### config.mk
export PLATFORM = sky130hd
export DESIGN_NAME = aes_result_collector
export DESIGN_NICKNAME = d
export VERILOG_FILES = /design/src/rtl/aes_result_collector.sv
export SDC_FILE = /design/constraint.sdc
export NUM_CORES = 1
export LEC_CHECK = 0
export ABC_AREA = 1
export BUFFER_PORTS_ARGS = -buffer_cell sky130_fd_sc_hd__buf_2
export CAP_MARGIN = 30
export CORE_MARGIN = 8
export CORE_UTILIZATION = 45
export DETAILED_ROUTE_END_ITERATION = 7
export PLACE_DENSITY = 0.73
export SETUP_SLACK_MARGIN = 0.4
export SLEW_MARGIN = 30
export SYNTH_ARGS = -nofsm -noshare
export SYNTH_HDL_FRONTEND = slang
export SYNTH_SLANG_ARGS = --single-unit
### constraint.sdc
create_clock -name clk -period 3.4 [get_ports clk]
set_input_delay 0.51 -clock clk [delete_from_list [all_inputs] [get_ports clk]]
set_output_delay 0.51 -clock clk [all_outputs]
set_load 0.02 [all_outputs]
### src/rtl/aes_result_collector.sv
// aes_result_collector: tracks real launches through a fixed-latency AES pipeline and queues their results behind a valid/ready port.
// Define AES_COLLECT_TAG_EN to carry an 8-bit user tag alongside each block (tag_in/tag_out ports).
module aes_result_collector #(
    parameter int LATENCY = 11,
    parameter int DEPTH   = 4,
    parameter int CW      = 3
) (
    input  logic          clk,
    input  logic          reset,
    input  logic          in_valid,
    output logic          in_ready,
    input  logic [127:0]  cryptokey,
    output logic          out_valid,
    input  logic          out_ready,
    output logic [127:0]  out_data,
    output logic [CW-1:0] count
`ifdef AES_COLLECT_TAG_EN
    ,
    input  logic [7:0]    tag_in,
    output logic [7:0]    tag_out
`endif
);

    localparam int AW = $clog2(DEPTH);

    logic               launch;
    logic               pop;
    logic               wr;
    logic [LATENCY-1:0] vld_sr_q, vld_sr_d;
    logic [CW-1:0]      credits_q, credits_d;
    logic [CW-1:0]      count_q, count_d;
    logic [AW-1:0]      wr_ptr_q, wr_ptr_d;
    logic [AW-1:0]      rd_ptr_q, rd_ptr_d;
    logic [127:0]       mem_q [DEPTH];

    // Credits cover in-flight plus stored results, so a granted launch always has a FIFO slot waiting.
    assign in_ready  = (credits_q < CW'(DEPTH));
    assign out_valid = (count_q != '0);
    assign launch    = in_valid & in_ready;
    assign pop       = out_valid & out_ready;
    assign wr        = vld_sr_q[LATENCY-1];
    assign out_data  = out_valid ? mem_q[rd_ptr_q] : '0;
    assign count     = count_q;

    // NOTE: every _d gets its hold value first, so no path leaves it unassigned and no latch is inferred.
    always_comb begin
        vld_sr_d  = vld_sr_q;
        credits_d = credits_q;
        count_d   = count_q;
        wr_ptr_d  = wr_ptr_q;
        rd_ptr_d  = rd_ptr_q;

        vld_sr_d[0] = launch;
        for (int i = 1; i < LATENCY; i++) begin
            vld_sr_d[i] = vld_sr_q[i-1];
        end

        if (launch && !pop) begin
            credits_d = credits_q + CW'(1);
        end else if (pop && !launch) begin
            credits_d = credits_q - CW'(1);
        end

        if (wr && !pop) begin
            count_d = count_q + CW'(1);
        end else if (pop && !wr) begin
            count_d = count_q - CW'(1);
        end

        if (wr) begin
            wr_ptr_d = wr_ptr_q + AW'(1);
        end
        if (pop) begin
            rd_ptr_d = rd_ptr_q + AW'(1);
        end
    end

    // NOTE: sequential state uses <= so every flop samples pre-edge values regardless of statement order.
    always_ff @(posedge clk or negedge reset) begin
        if (!reset) begin
            vld_sr_q  <= '0;
            credits_q <= '0;
            count_q   <= '0;
            wr_ptr_q  <= '0;
            rd_ptr_q  <= '0;
        end else begin
            vld_sr_q  <= vld_sr_d;
            credits_q <= credits_d;
            count_q   <= count_d;
            wr_ptr_q  <= wr_ptr_d;
            rd_ptr_q  <= rd_ptr_d;
        end
    end

    // NOTE: storage carries no reset; out_valid gates what leaves it, so stale contents are never observed.
    always_ff @(posedge clk) begin
        if (wr) begin
            mem_q[wr_ptr_q] <= cryptokey;
        end
    end

`ifdef AES_COLLECT_TAG_EN
    logic [7:0] tag_sr_q  [LATENCY];
    logic [7:0] tag_sr_d  [LATENCY];
    logic [7:0] tag_mem_q [DEPTH];

    always_comb begin
        tag_sr_d[0] = launch ? tag_in : '0;
        for (int i = 1; i < LATENCY; i++) begin
            tag_sr_d[i] = tag_sr_q[i-1];
        end
    end

    always_ff @(posedge clk) begin
        tag_sr_q <= tag_sr_d;
        if (wr) begin
            tag_mem_q[wr_ptr_q] <= tag_sr_q[LATENCY-1];
        end
    end

    assign tag_out = out_valid ? tag_mem_q[rd_ptr_q] : '0;
`endif

endmodule

-- Word level (Yosys, flattened, before mapping)
Memories as Yosys holds them, arrays and structs flattened.
Cells that the tools add are included.
- multiply operators: 0
- equal/unequal tests: 0
- reductions and logical operators: 10
- divide/modulo/power cells: 0
- add/subtract/negate cells: 6
- $lt $le $gt $ge: 1
- bitwise logic cells: 2
- mux-type cells: 7
- shift operators: 0
- operator list (operator ; number):
    128-bit 2-to-1 mux ; 1
    3-bit 2-to-1 mux ; 4
    3-bit by 1-bit adder with 3-bit output, second input constant ; 2
    3-bit by 1-bit subtractor with 3-bit output, second input constant ; 2
    2-bit by 1-bit adder with 2-bit output, second input constant ; 2
    1-bit logical AND ; 4
    2-bit nonzero test ; 2
    1-bit zero test ; 3
    3-bit less-than comparator, second input constant ; 1
    3-bit nonzero test ; 1
    1-bit bitwise AND ; 2
    1-bit 2-to-1 mux ; 2
- memory bits (writable): 512
- input port bits: 132
- memories kept: 1
- flip-flop bits (word level): 21
- bits in latches: 0
- ROM bits: 0
- output and inout bits: 133
- memories (memory ; words ; bits a word ; read ports ; clocked after memory_dff ; wr ports ; RTL line ; text):
    mem_q ; 4 ; 128 ; 1 ; 0 ; 1 ; 34 ; logic [127:0] mem_q [DEPTH];

-- Logic depth before layout (Yosys ltp)
Gate-level depths: netlist (run 1).
- depth after elaboration: 6
- depth in mapped cells: 11
- gate-level depth less buffers: 11

-- Least setup slack after synthesis (run 1)
OpenSTA, ideal clock, no wires.
- kind: flip-flop to flip-flop
- from: register wr_ptr_q[0]
- to: memory mem_q[2][0] (enable)
- path buffers: 0
- library setup time: 0.481 ns
- arrival time: 3.157 ns
- slack: -0.238 ns
- required time: 2.919 ns
- stages on the path, launching flop included: 5
- path through: dfrtp_1 -> inv_1 -> ha_1 -> nand2_1 -> inv_1
- RTL lines (element ; RTL line ; text):
    from (decl) ; 32 ; logic [AW-1:0] wr_ptr_q, wr_ptr_d;
    from (signal assigned) ; 90 ; wr_ptr_q <= wr_ptr_d;
    to (decl) ; 34 ;
No word-level cell before the write port.

-- Worst setup path in the final report (run 1)
- from: register rd_ptr_q[1]
- to: output port out_data[105]
- longest elaborated chain between the ends: 2
- ends and longest elaborated chain (element ; RTL line ; text):
    from (decl) ; 33 ; logic [AW-1:0] rd_ptr_q, rd_ptr_d;
    from (signal assigned) ; 91 ; rd_ptr_q <= rd_ptr_d;
    memory 4 x 128 bit ; - ;
    128-bit 2-to-1 mux ; 42 ; assign out_data = out_valid ? mem_q[rd_ptr_q] : '0;
    to (decl) ; 15 ; output logic [127:0] out_data,
Every way passes these cells.

==> results of run 1 <==
[kinds of logic after synthesis]
family | Yosys count | synth area share
XOR/XNOR | 4 | 0.001548
AND/OR/NAND/NOR | 799 | 0.1470
adder cells (fa/ha/maj) | 8 | 0.005084
flip-flops | 533 | 0.7022
AO/OA/AOI/OAI | 130 | 0.02873
buffers and inverters | 631 | 0.1154
[power by group]
group          total, mW  internal [mW]  switching, mW
clock               5.84           3.37           2.47
combinational       9.45           2.70           6.75
sequential          8.64           8.36          0.277
total               23.9           14.4           9.50
[worst max-delay path, stage by stage, from the launching register on]
cell and delay, ns:
dfrtp_4 0.45, buf_12 0.58, nand3_1 0.15, a21oi_1 0.30
buf_2 0.23
[area by class of cell]
cell class                 count  share of cell area
inverter                     530             0.07646
multi-input combinational    941              0.1563
timing repair buffer         290             0.06571
tap                          672             0.03184
sequential                   533              0.6023
clock buffer                  67             0.05538
clock inverter                36             0.01137
antenna                        6           0.0005685
[placed cells by master, fill, tap and decap left out]
| cell | synthesis | final |
|---|---|---|
| clkbuf_16 | 0 | 56 |
| xor2_1 | 1 | 1 |
| inv_1 | 528 | 523 |
| xnor2_1 | 3 | 3 |
| clkinv_4 | 0 | 2 |
| dfrtp_1 | 21 | 19 |
| nand2_1 | 536 | 536 |
| edfxtp_1 | 512 | 512 |
| clkbuf_1 | 5 | 9 |
| nand3_1 | 259 | 259 |
| clkinv_8 | 0 | 1 |
| nor2_1 | 2 | 2 |
| clkinv_2 | 0 | 9 |
| nand4_1 | 2 | 2 |
| a21oi_1 | 128 | 128 |
| bufinv_16 | 0 | 4 |
| clkinv_1 | 0 | 15 |
| buf_4 | 13 | 7 |
| clkinvlp_4 | 0 | 5 |
| inv_4 | 0 | 1 |
| buf_12 | 0 | 17 |
| buf_2 | 67 | 264 |
| diode_2 | 0 | 6 |
| dlygate4sd3_1 | 0 | 1 |
| o21ai_0 | 2 | 2 |
| clkbuf_8 | 0 | 2 |
| inv_8 | 0 | 2 |
| inv_6 | 0 | 4 |
| ha_1 | 6 | 6 |
| fa_1 | 2 | 2 |
| dfrtp_4 | 0 | 2 |
| buf_6 | 15 | 1 |
[per-layer routing]
| layer | GRT usage | share of wire | vias up | wire (um) |
|---|---|---|---|---|
| li1 | - | - | 7169 | - |
| met3 | 0.03931 | 0.070 | 86 | 3692 |
| met2 | 0.3073 | 0.50 | 504 | 26290 |
| met5 | 0 | 0.00070 | - | 37 |
| met1 | 0.2302 | 0.41 | 7186 | 21790 |
| met4 | 0.05460 | 0.019 | 6 | 986 |
[per-stage QoR]
| stage | hold slack, ns | instances | setup WS, ns | utilization | total power, mW |
|---|---|---|---|---|---|
| 2_1_floorplan | 0.2144 | 2105 | 0.3931 | - | 15.12 |
| 3_3_place_gp | 0.3342 | 2964 | 1.068 | 0.4922 | 18.12 |
| 6_report | 0.1154 | 3075 | 0.5278 | 0.5286 | 23.93 |
| 3_5_place_dp | 0.3364 | 2964 | 1.060 | 0.4922 | 18.26 |
| 4_1_cts | 0.07233 | 3068 | 0.4190 | 0.5277 | 24.15 |
| 5_1_grt | 0.07724 | 3074 | 0.4230 | 0.5285 | 25.26 |
[flip-flops by register name (all words and copies together), names as in the netlist]
signal,flops
mem_q,512
vld_sr_q,11
count,3
credits_q,3
rd_ptr_q,2
wr_ptr_q,2
[worst max-delay path by stage]
stage | from | to | slack [ns] | cells past startpoint
floorplan | wr_ptr_q[0] | mem_q[0][0] | 0.39 | 4
global placement | rd_ptr_q[1] | out_data[75] | 1.07 | 5
detailed placement | wr_ptr_q[0] | mem_q[3][49] | 1.06 | 4
CTS | rd_ptr_q[1] | out_data[105] | 0.42 | 5
global route | rd_ptr_q[0] | out_data[105] | 0.42 | 6
finish | rd_ptr_q[1] | out_data[105] | 0.53 | 4
[what timing repair did]
| item | CTS | global route |
|---|---|---|
| endpoints found under the hold margin | 21 | 0 |
| hold buffers | 1 | 0 |
| gates resized for setup | 0 | 3 |
| setup endpoints to repair | 0 | 27 |
==> impl_results.md, run 1 <==
- Post-synth EDFFs: 512
- Setup Viol. Count Final: 0
- Tightest Hold Check Type: input pin to flip-flop
- Final instance area: 26410 sq um
- Final clock skew: 0.02801 ns
- CP Launch Type: flip-flop
- Hold path start: cryptokey[22]
- WHS Path Cells: 1
- Leakage: between 10 and 15 nW
- Async SR Flop Fraction: 0.03940
- Yosys top cell area share: 0.6790
- Nets: 2491
- R2R cell count: 5
- Die X-Extent: 240.3 um
- Rel. slew slack: 0.4029
- Layout area overhead: 16.64%
- Final ANT Viol Nets: 0
- Worst Max-Slew Pin Slew: roughly 0.90 ns
- Yosys reg bits: 533
- Postcts setup bufs: 0
- Post-Route WL: 52800 um
- Die area: between 50000 and 60000 sq um
- Clk buf depth: 3
- Most used DFF post-synth: edfxtp_1
- Vias: 14950
- Post-synth cell types: 19
- Pwr Density: 905.9 nW/um^2
- Mapped Area: 22640 sq um
- Worst-path clk slew: 0.06 ns
- Core area: 49970 sq um
- Reg2reg start: wr_ptr_q[0]
- Total gr overflow: 0
- Count leader, synth: nand2_1
- Vias/cell: 4.862
- Hold Path End: mem_q[3][22]
- Worst VDD drop: 0.9406 mV
- CTS tree: done
- Syn Inst Count: around 2100
- Reg2Reg Setup Slack: 1.36 ns
- Synth Area per Inst: 10.76 sq um
- Final-report hold violation count: 0
- Final slew viol count: 0
- Root Buffer: clkbuf_16
- Vias in the first global route: 15060
- WP data arrival: around 2.4 ns
- Type of the worst setup path: flip-flop to output pin
- CTS Buf Count: 55
- Share of layout cells above drive strength 1: 0.1573
- Area of the multi-input gates: 4129 sq um
- Fin crit period: 2.872 ns
- Initial Utilization: 0.4532
- Syn_nets: 2245
- Yosys warns: 0
- First-pass GRT wire length: 82100 um
- Reg area: about 16000 sq um
- Sequential-to-total area share from yosys stat: 0.7022
- Max_cap viols: 0
- I/O pin count: 265
- Die Y: 240.3 um
- Setup TNS: 0 ns
- Rows: 82
- Req. time, crit path: 2.89 ns
- RSZ-0062 raised after global routing: false
- Highest Clock Rate: roughly 0.35 GHz
- Placed cell area: 24590 sq um
- Synth area leaders: edfxtp_1 68%, nand2_1 8.9%, inv_1 8.8%
- Fill cells: 4218
- DPL Wire Length: 31340 um
- Top post-synthesis cells by count: 536 x nand2_1, 528 x inv_1, 512 x edfxtp_1
- Antenna violations before repair: 9
- Initial DRT Pass Iterations: 6
- CP Max Fanout: 130
- Synth area leader: edfxtp_1
- # clock sinks: 533
- Ratio of final minimum period to clock period: 0.8448
- Gr usage total: 0.1807
- Worst skew pair latency: 0.61 ns
- First DRT Iteration DRCs: 1174
- H-tree depth: 2
- Largest net degree at the start of global routing: around 130
- Number of remaining DRC errors: 0
- GPL Wtd Cong: approximately 0.8
- Port Buf Inserts: about 260
- Worst Setup End Kind: output pin
- Critical R2R Capture: mem_q[2][121]
- Status: completed
- Routed WL per cell: 17.17 um
Note: power is estimated with default switching activity, not from simulation.
==> inputs of run 2 (changes only) <==
--- a/config.mk
+++ b/config.mk
@@ -11,7 +11,7 @@
 export CORE_MARGIN = 8
 export CORE_UTILIZATION = 45
 export DETAILED_ROUTE_END_ITERATION = 7
-export PLACE_DENSITY = 0.73
+export PLACE_DENSITY = 0.7
 export SETUP_SLACK_MARGIN = 0.4
 export SLEW_MARGIN = 30
 export SYNTH_ARGS = -nofsm -noshare
==> constraint.sdc (replaced) <==
create_clock -name clk -period 2.77 [get_ports clk]
set_input_delay 0.4155 -clock clk [delete_from_list [all_inputs] [get_ports clk]]
set_output_delay 0.4155 -clock clk [all_outputs]
set_load 0.02 [all_outputs]
==> run 2 against run 1 <==
Worst hold slack worse by 0.070 ns. Global-route usage is 1.6 points higher. Clock-buffer cell count is 6 lower. Critical path depth is 3 higher. Sequential power is 23% higher. Via count is 7.6% higher. Clock power is 18% higher. First-iteration DRC count is 13% higher. Total power is 52% higher. Wire length is 24% higher. Non-clock buffer count is 75 higher. Core utilization is 7.5 points higher. Critical path type unchanged. Largest cell class unchanged.
==> impl_results.md, run 2 (synthesis gave the netlist of run 1 again) <==
- Initial DRT Pass Iterations: 6
- H-tree depth: 2
- Highest Clock Rate: 0.3937 GHz
- Final-report hold violation count: 0
- Status: completed
- Critical path buffers and inverters: 4
- GPL Wtd Cong: 0.7749
- Core area: 49970 sq um
- Number of remaining DRC errors: 0
- WHS Path Cells: 1
- Reg power frac: 0.291
- Largest regs: mem_q x512, vld_sr_q x11
- Type of the worst setup path: flip-flop to output pin
- Die area: slightly below 60000 sq um
- NetSw: 14.61 mW
- RSZ-0062 raised after global routing: true
- Core Util, Final: 0.6032
- Nets: around 2600
- Commonest non-fill, non-tap cell in the layout: inv_1
- Gr usage total: 0.1962
- Final ANT Viol Nets: 0
- Max reg flops: 512
- Largest net degree at the start of global routing: 91
- Ratio of final minimum period to clock period: 0.9171
- Rel. slew slack: 0.4673
- Worst-path clk slew: 0.06 ns
- Final slew viol count: 0
- CTS Buf Count: 53
- Tightest Hold Check Type: input pin to flip-flop
- Sw frac: 0.4011
- Cell family with most CP delay: buffers and inverters
- Reg2reg start: count[0]
- Reg2Reg Setup Slack: 0.68 ns
- Routed WL per cell: 20.86 um
- R2R cell count: 10
- I/O pin count: 265
- Worst Max-Slew Pin Slew: between 0.7 and 0.8 ns
- Vias/cell: 5.107
- CP Max Fanout: 8
- Share of layout cells above drive strength 1: 0.3105
- Total gr overflow: 0
- WP data arrival: 2.12 ns
- Die X-Extent: 240.3 um
- Clk buf depth: 3
- CP Launch Type: flip-flop
- Post-Route WL: 65710 um
- Comb power frac: 0.519
- Slowest CP cell: dfrtp_4
- DPL Wire Length: between 30000 and 40000 um
- Die Y: 240.3 um
- Hold Path End: mem_q[3][121]
- Clock power share: 0.189
- Fin crit period: between 2 and 3 ns
- Vias: 16090
- Setup Viol. Count Final: 0
- Pwr Density: 1208 nW/um^2
- Root Buffer: clkbuf_16
- Layout area overhead: 33.11%
- Max_cap viols: 0
- First-pass GRT wire length: 86670 um
- Hold_ws: 0.04511 ns
- CP most frequent cell: buf_6
- Rows: 82
- Antenna violations before repair: 11
- Vias in the first global route: 15320
- Crit path largest cell delay: 0.51 ns
- Internal power: 21.81 mW
- Worst skew pair latency: 0.58 ns
- Final clock skew: 0.01089 ns
- Hold path start: cryptokey[121]
- Register with the most flip-flops: mem_q
- Critical-path cell list: buf_6 > buf_12 > clkbuf_16 > nand2_2 > nand3_1 > a21oi_2 > buf_6
- # clock sinks: 533
- Port Buf Inserts: 264
- Worst Setup End Kind: output pin
- Most frequent cells in the layout: 521 x inv_1, 512 x edfxtp_1, 441 x nand2_1
- Initial Utilization: 0.4532
- Req. time, crit path: 2.35 ns
- CTS tree: done
- Critical R2R Capture: credits_q[2]
- First DRT Iteration DRCs: 1329
- Worst VDD drop: 1.020 mV
- Leakage: 13.42 nW
-- run 2: cell type report --
type	count	area, sq um
antenna	11	27.53
clock buffer	61	1356
clock inverter	33	290.3
fill	3710	19830
inverter	530	2054
multi-input combinational	941	5698
sequential	533	15910
tap	672	840.8
timing repair buffer	365	3929
timing repair inverter	4	35.03
-- run 2: what timing repair did --
item / in CTS / in global routing
hold buffers: 2 / 0
setup endpoints to repair: 128 / 128
gates resized for setup: 199 / 442
pin swaps: 22 / 178
cloned: 20 / 27
buffers inserted: 16 / 5
endpoints found under the hold margin: 22 / 0
-- run 2: through the flow --
stage / setup slack, ns / TNS [ns] / power [mW] / cells / area, sq um
final: 0.2298 / 0 / 36.42 / 3150 / 30140
after global routing: 0.1814 / 0 / 37.90 / 3147 / 30130
after CTS: 0.2209 / 0 / 32.47 / 3107 / 27750
after detailed placement: 0.6957 / 0 / 22.62 / 2975 / 24780
after global placement: 0.7008 / 0 / 22.41 / 2975 / 24780
after floorplan: -0.1963 / -96.56 / 18.58 / 2105 / 22680
-- run 2: how the worst max path moves through the flow --
stage           startpoint            end  cells past startpoint
2_1_floorplan  wr_ptr_q[0]    mem_q[3][0]                      3
3_5_place_dp      count[0]  out_data[100]                      6
5_1_grt        rd_ptr_q[0]   out_data[15]                      7
4_1_cts        rd_ptr_q[0]   out_data[62]                      5
6_report       rd_ptr_q[0]    out_data[7]                      7
3_3_place_gp      count[0]   out_data[77]                      6
-- run 2: metal layers --
layer	vias to the layer above	GRT usage	routed length, um
met5	-	0	39
met4	6	0.07518	2177
met3	147	0.03129	4969
met2	719	0.3377	32680
met1	7862	0.2476	25850
li1	7352	-	-
-- run 2: power by group through the flow --
| stage | Sequential (mW) | Combinational (mW) | Clock [mW] |
|---|---|---|---|
| final | 10.6 | 18.9 | 6.89 |
| after CTS | 10.6 | 14.8 | 7.01 |
| after floorplan | 10.8 | 7.82 | 0 |
| after global routing | 10.7 | 19.9 | 7.31 |
| after global placement | 10.7 | 11.7 | 0 |
| after detailed placement | 10.8 | 11.9 | 0 |
==> inputs of run 3 (changes only) <==
==> constraint.sdc (replaced) <==
create_clock -name clk -period 2.8 [get_ports clk]
set_input_delay 0.42 -clock clk [delete_from_list [all_inputs] [get_ports clk]]
set_output_delay 0.42 -clock clk [all_outputs]
set_load 0.02 [all_outputs]
==> run 3 against run 2 <==
Sequential share of layout area increased by 2.7 points. Critical path depth decreased by 1. Via count decreased by 1.0%. Critical path type unchanged. Highest routed layer unchanged.
==> impl_results.md, run 3 (synthesis gave the netlist of run 1 again) <==
- Status: completed
- Max_cap viols: 0
- Largest regs: mem_q x512, vld_sr_q x11
- Pre-CTS setup slack: approximately 0.61 ns
- Worst VDD drop: 1.076 mV
- Vias in the first global route: 15630
- Die X-Extent: 240.3 um
- Worst Setup End Kind: output pin
- Setup TNS: 0 ns
- Hold_ws: 0.03281 ns
- Root Buffer: clkbuf_16
- WHS Path Cells: 1
- Type of the worst setup path: flip-flop to output pin
- RSZ-0062 raised after global routing: true
- Final clock skew: 0.01495 ns
- Initial Utilization: 0.4532
- WP data arrival: 2.14 ns
- First DRT Iteration DRCs: 1178
- Reg power frac: 0.308
- First-pass GRT wire length: 90230 um
- R2R cell count: 11
- CTS tree: done
- I/O pin count: roughly 270
- Gr usage total: 0.2055
- Number of remaining DRC errors: 0
- Worst skew pair latency: 0.60 ns
- Initial DRT Pass Iterations: 5
- Comb power frac: 0.486
- Layout area overhead: 26.63%
- Share of layout cells above drive strength 1: 0.2341
- Worst Max-Slew Pin Slew: roughly 0.66 ns
- Most frequent cells in the layout: 530 x nand2_1, 521 x inv_1, 512 x edfxtp_1
- Fin worst setup slack: about 0.24 ns
- Pwr Density: ~1200 nW/um^2
- CP Launch Type: flip-flop
- H-tree depth: 2
- Final-report hold violation count: 0
- Core Util, Final: 0.5739
- Total gr overflow: 0
- Setup Viol. Count Final: 0
- Placed cell area: 24760 sq um
- NetSw: roughly 14 mW
- Internal power: 20.54 mW
- Slowest CP cell: dfrtp_4
- Highest Clock Rate: 0.3903 GHz
- Vias: 15920
- Nets: 2554
- Crit path largest cell delay: 0.51 ns
- Rel. slew slack: 0.5579
- Fin crit period: 2.562 ns
- CTS Buf Count: 53
- Die Y: roughly 240 um
- Largest net degree at the start of global routing: 79
- Routed WL per cell: 20.46 um
- GPL Wtd Cong: 0.7733
- Req. time, crit path: around 2.4 ns
- Worst-path clk slew: 0.06 ns
- Vias/cell: 5.073
- Port Buf Inserts: 264
- Tightest Hold Check Type: input pin to flip-flop
- Register with the most flip-flops: mem_q
- Max reg flops: 512
- Final ANT Viol Nets: 0
- Leakage: roughly 13 nW
- DPL Wire Length: 30550 um
- Critical-path cell list: buf_12 > buf_16 > nand2_1 > nand3_1 > a21oi_1 > buf_4
- Sw frac: 0.3981
- Final slew viol count: 0
- CP Max Fanout: 31
- Clk buf depth: 3
- Rows: 82
- Ratio of final minimum period to clock period: 0.9150
- Final instance area: 28670 sq um
- Commonest non-fill, non-tap cell in the layout: nand2_1
- # clock sinks: 533
- Clock power share: 0.205
- Die area: 57750 sq um
- Core area: 49970 sq um
- Post-Route WL: 64220 um
- Antenna violations before repair: 13
run 3: cell types whose count changed in the layout (fill, tap and decap cells not counted), sizes merged:
cell	previous run	this run
inv	531	533
clkbuf	81	75
clkinv	25	21
dlygate4sd3	2	1
diode	11	10
bufinv	5	6
buf	342	337
clkinvlp	6	8
run 3: area by class of cell:
cell class,count,area [sq um]
multi-input combinational,941,4703
sequential,533,15910
clock buffer,63,1364
fill,3941,21290
timing repair buffer,351,3413
clock inverter,34,327.8
antenna,10,25.02
timing repair inverter,4,40.04
tap,672,840.8
inverter,530,2049
run 3: path summary, 6_finish.rpt:
check	slack [ns]	from	endpoint
max in group asynchronous	2.11	reset	rd_ptr_q[1]
max	0.24	rd_ptr_q[0]	out_data[68]
min	0.03	cryptokey[6]	mem_q[3][6]
min in group asynchronous	0.31	reset	rd_ptr_q[0]
min reg2reg	0.35	vld_sr_q[0]	vld_sr_q[1]
max reg2reg	0.49	count[0]	count[2]
run 3: stage by stage:
step	total power, mW	cells
floorplan	18.38	2105
global placement	22.11	2973
detailed placement	22.35	2973
CTS	32.31	3113
global route	35.58	3132
finish	34.13	3138
run 3: worst max-delay path, delay by kind of cell, from the launching register on:
family                 cells  cell delay [ns]
buffers and inverters      3             0.58
AOI/OAI and AO/OA          1             0.21
DFF                        1             0.51
and+or+nand+nor            2             0.22
run 3: power by group through the flow:
stage               logic [mW]  registers, mW  clock network, mW
global placement          11.4           10.7                  0
detailed placement        11.6           10.7                  0
floorplan                 7.74           10.6                  0
CTS                       14.7           10.5               7.11
finish                    16.6           10.5               7.01
global route              17.6           10.6               7.39
run 3: timing repair:
action | 4_1_cts | 5_1_grt
gates resized for setup | 184 | 154
gates cloned | 20 | 13
buffers inserted | 22 | 2
pin swaps | 24 | 37
setup endpoints to repair | 128 | 128
hold buffers | 1 | 0
endpoints found under the hold margin | 21 | 0
run 3: per-layer routing:
layer / track usage / part of all wire
met5: 0 / 0.0016
met2: 0.3536 / 0.49
met3: 0.03702 / 0.074
met4: 0.07739 / 0.032
met1: 0.2573 / 0.40
